`config.mk`:
```
export PLATFORM = sky130hd
export DESIGN_NAME = i2c_bus_arbiter
export DESIGN_NICKNAME = d
export VERILOG_FILES = /design/src/rtl/i2c_bus_arbiter_pkg.sv /design/src/rtl/i2c_bus_arbiter_rr_pick.sv /design/src/rtl/i2c_bus_arbiter.sv
export SDC_FILE = /design/constraint.sdc
export NUM_CORES = 1
export LEC_CHECK = 0
export ABC_AREA = 0
export CORE_UTILIZATION = 56
export DETAILED_ROUTE_END_ITERATION = 16
export PLACE_DENSITY = 0.79
export RECOVER_POWER = 25
export SYNTH_ARGS = -nofsm -noshare
export SYNTH_HDL_FRONTEND = slang
export SYNTH_SLANG_ARGS = --single-unit
```
`constraint.sdc`:
```
create_clock -name clock_i -period 2.1 [get_ports clock_i]
set_input_delay 0.42 -clock clock_i [delete_from_list [all_inputs] [get_ports clock_i]]
set_output_delay 0.42 -clock clock_i [all_outputs]
set_load 0.05 [all_outputs]
```
`src/rtl/i2c_bus_arbiter_pkg.sv`:
```
// i2c_bus_arbiter_pkg: state encoding and counter sizing shared by the I2C bus arbiter.
package i2c_bus_arbiter_pkg;

    typedef enum logic [1:0] {IDLE, GRANT, GAP} state_e;

    function automatic int clog2(input longint unsigned v);
        int r;
        r = 0;
        while ((64'd1 << r) < v) r++;
        return r;
    endfunction

    // One counter serves both the bus-free gap and the hold watchdog.
    function automatic int cnt_width(input longint unsigned gap, input longint unsigned tmo);
        return clog2((gap > tmo ? gap : tmo) + 1);
    endfunction

endpackage

```
`src/rtl/i2c_bus_arbiter_rr_pick.sv`:
```
// rr_pick: combinational round-robin picker, first set req bit after last_i with wrap-around.
module rr_pick #(
    parameter int N  = 2,
    parameter int IW = 1
) (
    input  logic [N-1:0]  req_i,
    input  logic [IW-1:0] last_i,
    output logic          valid_o,
    output logic [IW-1:0] idx_o
);

    // Scanning from the farthest candidate down lets the nearest one win.
    always_comb begin
        valid_o = 1'b0;
        idx_o   = '0;
        for (int k = N; k >= 1; k--) begin
            if (req_i[(int'(last_i) + k) % N]) begin
                valid_o = 1'b1;
                idx_o   = IW'((int'(last_i) + k) % N);
            end
        end
    end

endmodule

```
`src/rtl/i2c_bus_arbiter.sv`:
```
// i2c_bus_arbiter: round-robin owner of one open-drain I2C bus with a bus-free gap between owners.
// Define I2C_BUS_ARBITER_TIMEOUT_EN to add the hung-owner watchdog.
module i2c_bus_arbiter
    import i2c_bus_arbiter_pkg::*;
#(
    parameter int COUNT           = 2,
    parameter int CLOCK_FREQUENCY = 200_000_000,
    parameter int GAP_CYCLES      = 1_000,
    parameter int TIMEOUT_CYCLES  = CLOCK_FREQUENCY / 10
) (
    input  logic             clock_i,
    input  logic             reset_i,
    input  logic [COUNT-1:0] request_i,
    output logic [COUNT-1:0] grant_o,
    input  logic [COUNT-1:0] client_scl_output_i,
    input  logic [COUNT-1:0] client_sda_output_i,
    output logic [COUNT-1:0] client_scl_input_o,
    output logic [COUNT-1:0] client_sda_input_o,
    output logic             bus_scl_output_o,
    output logic             bus_sda_output_o,
    input  logic             bus_scl_input_i,
    input  logic             bus_sda_input_i,
    output logic             busy_o,
    output logic             timeout_o
);

    localparam int IW = COUNT > 1 ? $clog2(COUNT) : 1;
    localparam int CW = cnt_width(GAP_CYCLES, TIMEOUT_CYCLES);
    localparam logic [CW-1:0] GAP_LAST = CW'(GAP_CYCLES - 1);

    state_e           state_q, state_d;
    logic [COUNT-1:0] grant_q, grant_d;
    logic [IW-1:0]    owner_q, owner_d;
    logic [IW-1:0]    last_q, last_d;
    logic             scl_q, scl_d;
    logic             sda_q, sda_d;
    logic [CW-1:0]    cnt_q, cnt_d;
    logic [COUNT-1:0] mask;
    logic             revoke;
    logic             pick_valid;
    logic [IW-1:0]    pick_idx;

    rr_pick #(.N(COUNT), .IW(IW)) u_pick (
        .req_i   (request_i & ~mask),
        .last_i  (last_q),
        .valid_o (pick_valid),
        .idx_o   (pick_idx)
    );

`ifdef I2C_BUS_ARBITER_TIMEOUT_EN
    localparam logic [CW-1:0] TMO_LAST = CW'(TIMEOUT_CYCLES - 1);
    logic [COUNT-1:0] mask_q;
    logic             timeout_q;
    assign revoke    = state_q == GRANT && request_i[owner_q] && cnt_q == TMO_LAST;
    assign mask      = mask_q;
    assign timeout_o = timeout_q;
    // A revoked client stays masked until it lets go of request.
    always_ff @(posedge clock_i) begin
        if (reset_i) begin
            mask_q    <= '0;
            timeout_q <= 1'b0;
        end else begin
            mask_q    <= (mask_q & request_i) | (revoke ? COUNT'(1) << owner_q : '0);
            timeout_q <= revoke;
        end
    end
`else
    assign revoke    = 1'b0;
    assign mask      = '0;
    assign timeout_o = 1'b0;
`endif

    always_comb begin
        state_d = state_q;
        grant_d = grant_q;
        owner_d = owner_q;
        last_d  = last_q;
        scl_d   = scl_q;
        sda_d   = sda_q;
        cnt_d   = cnt_q;
        case (state_q)
            IDLE: begin
                if (pick_valid) begin
                    grant_d = COUNT'(1) << pick_idx;
                    owner_d = pick_idx;
                    last_d  = pick_idx;
                    cnt_d   = '0;
                    state_d = GRANT;
                end
            end
            GRANT: begin
                scl_d = client_scl_output_i[owner_q];
                sda_d = client_sda_output_i[owner_q];
`ifdef I2C_BUS_ARBITER_TIMEOUT_EN
                cnt_d = cnt_q + 1'b1;
`endif
                if (!request_i[owner_q] || revoke) begin
                    grant_d = '0;
                    scl_d   = 1'b1;
                    sda_d   = 1'b1;
                    cnt_d   = '0;
                    state_d = GAP;
                end
            end
            GAP: begin
                cnt_d   = cnt_q + 1'b1;
                state_d = cnt_q == GAP_LAST ? IDLE : GAP;
            end
            default: state_d = IDLE;
        endcase
    end

    always_ff @(posedge clock_i) begin
        if (reset_i) begin
            state_q <= IDLE;
            grant_q <= '0;
            owner_q <= '0;
            last_q  <= IW'(COUNT - 1);
            scl_q   <= 1'b1;
            sda_q   <= 1'b1;
            cnt_q   <= '0;
        end else begin
            state_q <= state_d;
            grant_q <= grant_d;
            owner_q <= owner_d;
            last_q  <= last_d;
            scl_q   <= scl_d;
            sda_q   <= sda_d;
            cnt_q   <= cnt_d;
        end
    end

    assign grant_o            = grant_q;
    assign bus_scl_output_o   = scl_q;
    assign bus_sda_output_o   = sda_q;
    assign busy_o             = state_q != IDLE;
    assign client_scl_input_o = {COUNT{bus_scl_input_i}};
    assign client_sda_input_o = {COUNT{bus_sda_input_i}};

endmodule

```
==> flow_metrics.tcl <==
set metrics [dict create \
    place_congestion 0.856 \
    globalRouteOverflowTotal 0 \
    async_flop_share_pct 0 \
    p_switching_uw 1000 \
    status "finished, final reports clean" \
    rsz0062_at_grt "false" \
    clockBufferDepth 2 \
    final_cell_mix "33 x dfxtp_1, 25 x a21oi_1, 19 x buf_4" \
    timing.final.crit_share_pct 94.8 \
    cts_tree "built" \
    p_seq_share_pct 32.3 \
    grt_max_degree 18 \
    grt_pass1_vias 1674 \
    synth-edff-count 0 \
    critPathArrivalTime_ns 2.27 \
    drive_above_1_share_pct 15.5 \
    area_growth_pct 16.5 \
    num_antenna_cells 0 \
    internal_power_uw 1300 \
    synth.avg_cell_area_um2 8.57 \
    clkPwrFrac_pct 15.7 \
    wl_mm 4.36 \
    finalSetupTns_ns 0 \
    clkSinkCount 33 \
    drc 0 \
    syn_nets 231 \
    clkLatencyLatePin_ns 0.34 \
    required_ns 2.38 \
    design.core.area_um2 3080 \
    vdd_drop_max_mv 1.00 \
    seq_area_frac_synth_pct 35.8 \
    finClkSkew_ns 0.00384 \
    antenna_left 0 \
    grt_antenna_before_repair 0 \
    die_y_um 59.4 \
    syn_area_um2 1840 \
    drt_pass1_iterations 4 \
    cap_violations 0 \
    fp.dieW_um 59.4 \
    p_leak_uw 0.000702 \
    netSwitchingFraction_pct 43.5 \
    vias 1763 \
    final_util_pct 69.8 \
    ys_types 42 \
    final_common_cell "dfxtp_1" \
    final.fill_count 257 \
    cts.htree.levels 2 \
    cts_made_buffers 5 \
    fin_area_um2 2150 \
    hold_buffers 0 \
    synth_seq_cells 33 \
    pwr-share-comb_pct 51.9 \
    start_util_pct 59.9 \
    synth_warnings 0 \
    io_buffers 12 \
    crit_type "reg2reg" \
    hpwl_mm 3.17 \
    io_pins 20 \
    totalPowerFinal_uw 2300 \
    routedWlPerCell_um 15.4 \
    post-route-min-period_ns 1.99 \
    drv_slew 0 \
    syn_inst 215 \
    grt_first_pass_wirelength_mm 7.18 \
    slew_headroom_pct 65.9 \
    setup_viol 0 \
    drt-vias-per-instance 6.23 \
    ys.flop_type "dfxtp_1" \
    grt_usage_pct 27.3 \
    end_kind "register" \
    post_dp_cell_area_um2 2070 \
    die-area_um2 3520 \
    dp.cells 275 \
    timing.critical_path.fanout_max 17 \
    num_rows 20 \
    max_freq_mhz 502 \
    finalNetCount 254 \
    pwr_density_cell_nw_per_um2 1070 \
    worstMarginPinSlew_ns 0.509 \
    clk_pin_slew_ns 0.11 \
    drt_iter0_drc 144 \
    min_path_type "reg2reg" \
    finalHoldViolCount 0 \
    cts_root_buffer "clkbuf_4" \
    final_cells 283 \
    start_kind "register" \
]
metal layers:
layer | up-vias | GRT usage (%) | routed length [um]
met4 | 0 | 12.6 | 71
met1 | 854 | 32.1 | 1840
li1 | 862 | - | -
met3 | 11 | 7.21 | 223
met5 | - | 0 | 0
met2 | 36 | 46.2 | 2230
sequential cells by signal (all words and copies together), names as in the netlist:
signal,count
bus_scl_output_o,1
bus_sda_output_o,1
cnt_q,25
grant_o,2
last_q,1
owner_q,1
state_q,2
power groups by stage:
stage	logic, uW	clock network, uW	registers, uW
after floorplan	684	0	853
after global placement	1130	0	751
after detailed placement	1160	0	755
after CTS	1180	372	742
after global routing	1290	403	750
final	1190	361	742
worst paths after layout:
check        cells after the start        from          to  slack (ns)
max                              4    cnt_q[3]   cnt_q[15]        0.11
max reg2reg                      4    cnt_q[3]   cnt_q[15]        0.11
min reg2reg                      2  grant_o[1]  grant_o[1]        0.48
min                              2  grant_o[1]  grant_o[1]        0.48
metrics by stage:
stage	worst slack, ns	hold WS (ns)
2_1_floorplan	0.224	0.448
3_3_place_gp	-0.101	0.451
3_5_place_dp	-0.207	0.471
4_1_cts	0.0367	0.485
5_1_grt	0.0173	0.509
6_report	0.108	0.485
synth_stat cells, types with 2 or more instances:
cell type / count / area share (%)
o21a_1: 2 / 0.81
clkbuf_1: 2 / 0.41
buf_2: 4 / 1.1
dfxtp_1: 33 / 36
nand4_1: 7 / 2.4
nor2_1: 6 / 1.2
o21ai_0: 7 / 1.9
mux2i_1: 5 / 2.7
or4_1: 13 / 5.3
o221ai_1: 2 / 0.95
buf_4: 7 / 2.9
and4_1: 4 / 1.9
ha_1: 6 / 4.1
o2111ai_2: 2 / 1.6
nand3b_1: 2 / 0.81
nor3_1: 3 / 0.81
o2111ai_1: 2 / 0.95
a21oi_1: 25 / 6.8
nand3_1: 17 / 4.6
and2_1: 2 / 0.68
nand2_1: 15 / 3.1
o31ai_1: 13 / 5.3
nor4_1: 5 / 1.7
inv_1: 7 / 1.4
clkinv_1: 2 / 0.41
or3_1: 6 / 2.0
kinds of logic after synthesis:
| logic type | count (synthesis) | synth area share, % |
|---|---|---|
| buf+inv | 24 | 7.06 |
| xor+xnor | 2 | 0.951 |
| fa+ha+maj | 6 | 4.07 |
| flops | 33 | 35.8 |
| mux | 6 | 3.94 |
| simple gates | 87 | 27.8 |
| other cells | 1 | 0.203 |
| compound gates | 56 | 20.2 |
final cells by class:
| class | instances | area, um2 | share of cell area, % |
|---|---|---|---|
| Sequential cell | 33 | 661 | 30.8 |
| Timing Repair Buffer | 31 | 273 | 12.7 |
| Tap cell | 44 | 55.1 | 2.56 |
| Clock buffer | 5 | 37.5 | 1.75 |
| Inverter | 9 | 37.5 | 1.75 |
| Clock inverter | 3 | 17.5 | 0.816 |
| Multi-Input combinational cell | 158 | 1070 | 49.7 |
worst max-delay path: stages, from the launching register on:
cell and delay, ns:
dfxtp_1 0.44, and4_1 0.38, nand3_2 0.33, or4_1 0.61
a21oi_1 0.16
what timing repair did:
| action | in CTS | in global routing |
|---|---|---|
| endpoints found under the setup margin | 5 | 18 |
| setup buffers | 0 | 0 |
| gates resized for setup | 1 | 2 |
| pin swaps | 0 | 1 |
No activity file was read; power rests on OpenSTA's default activity.
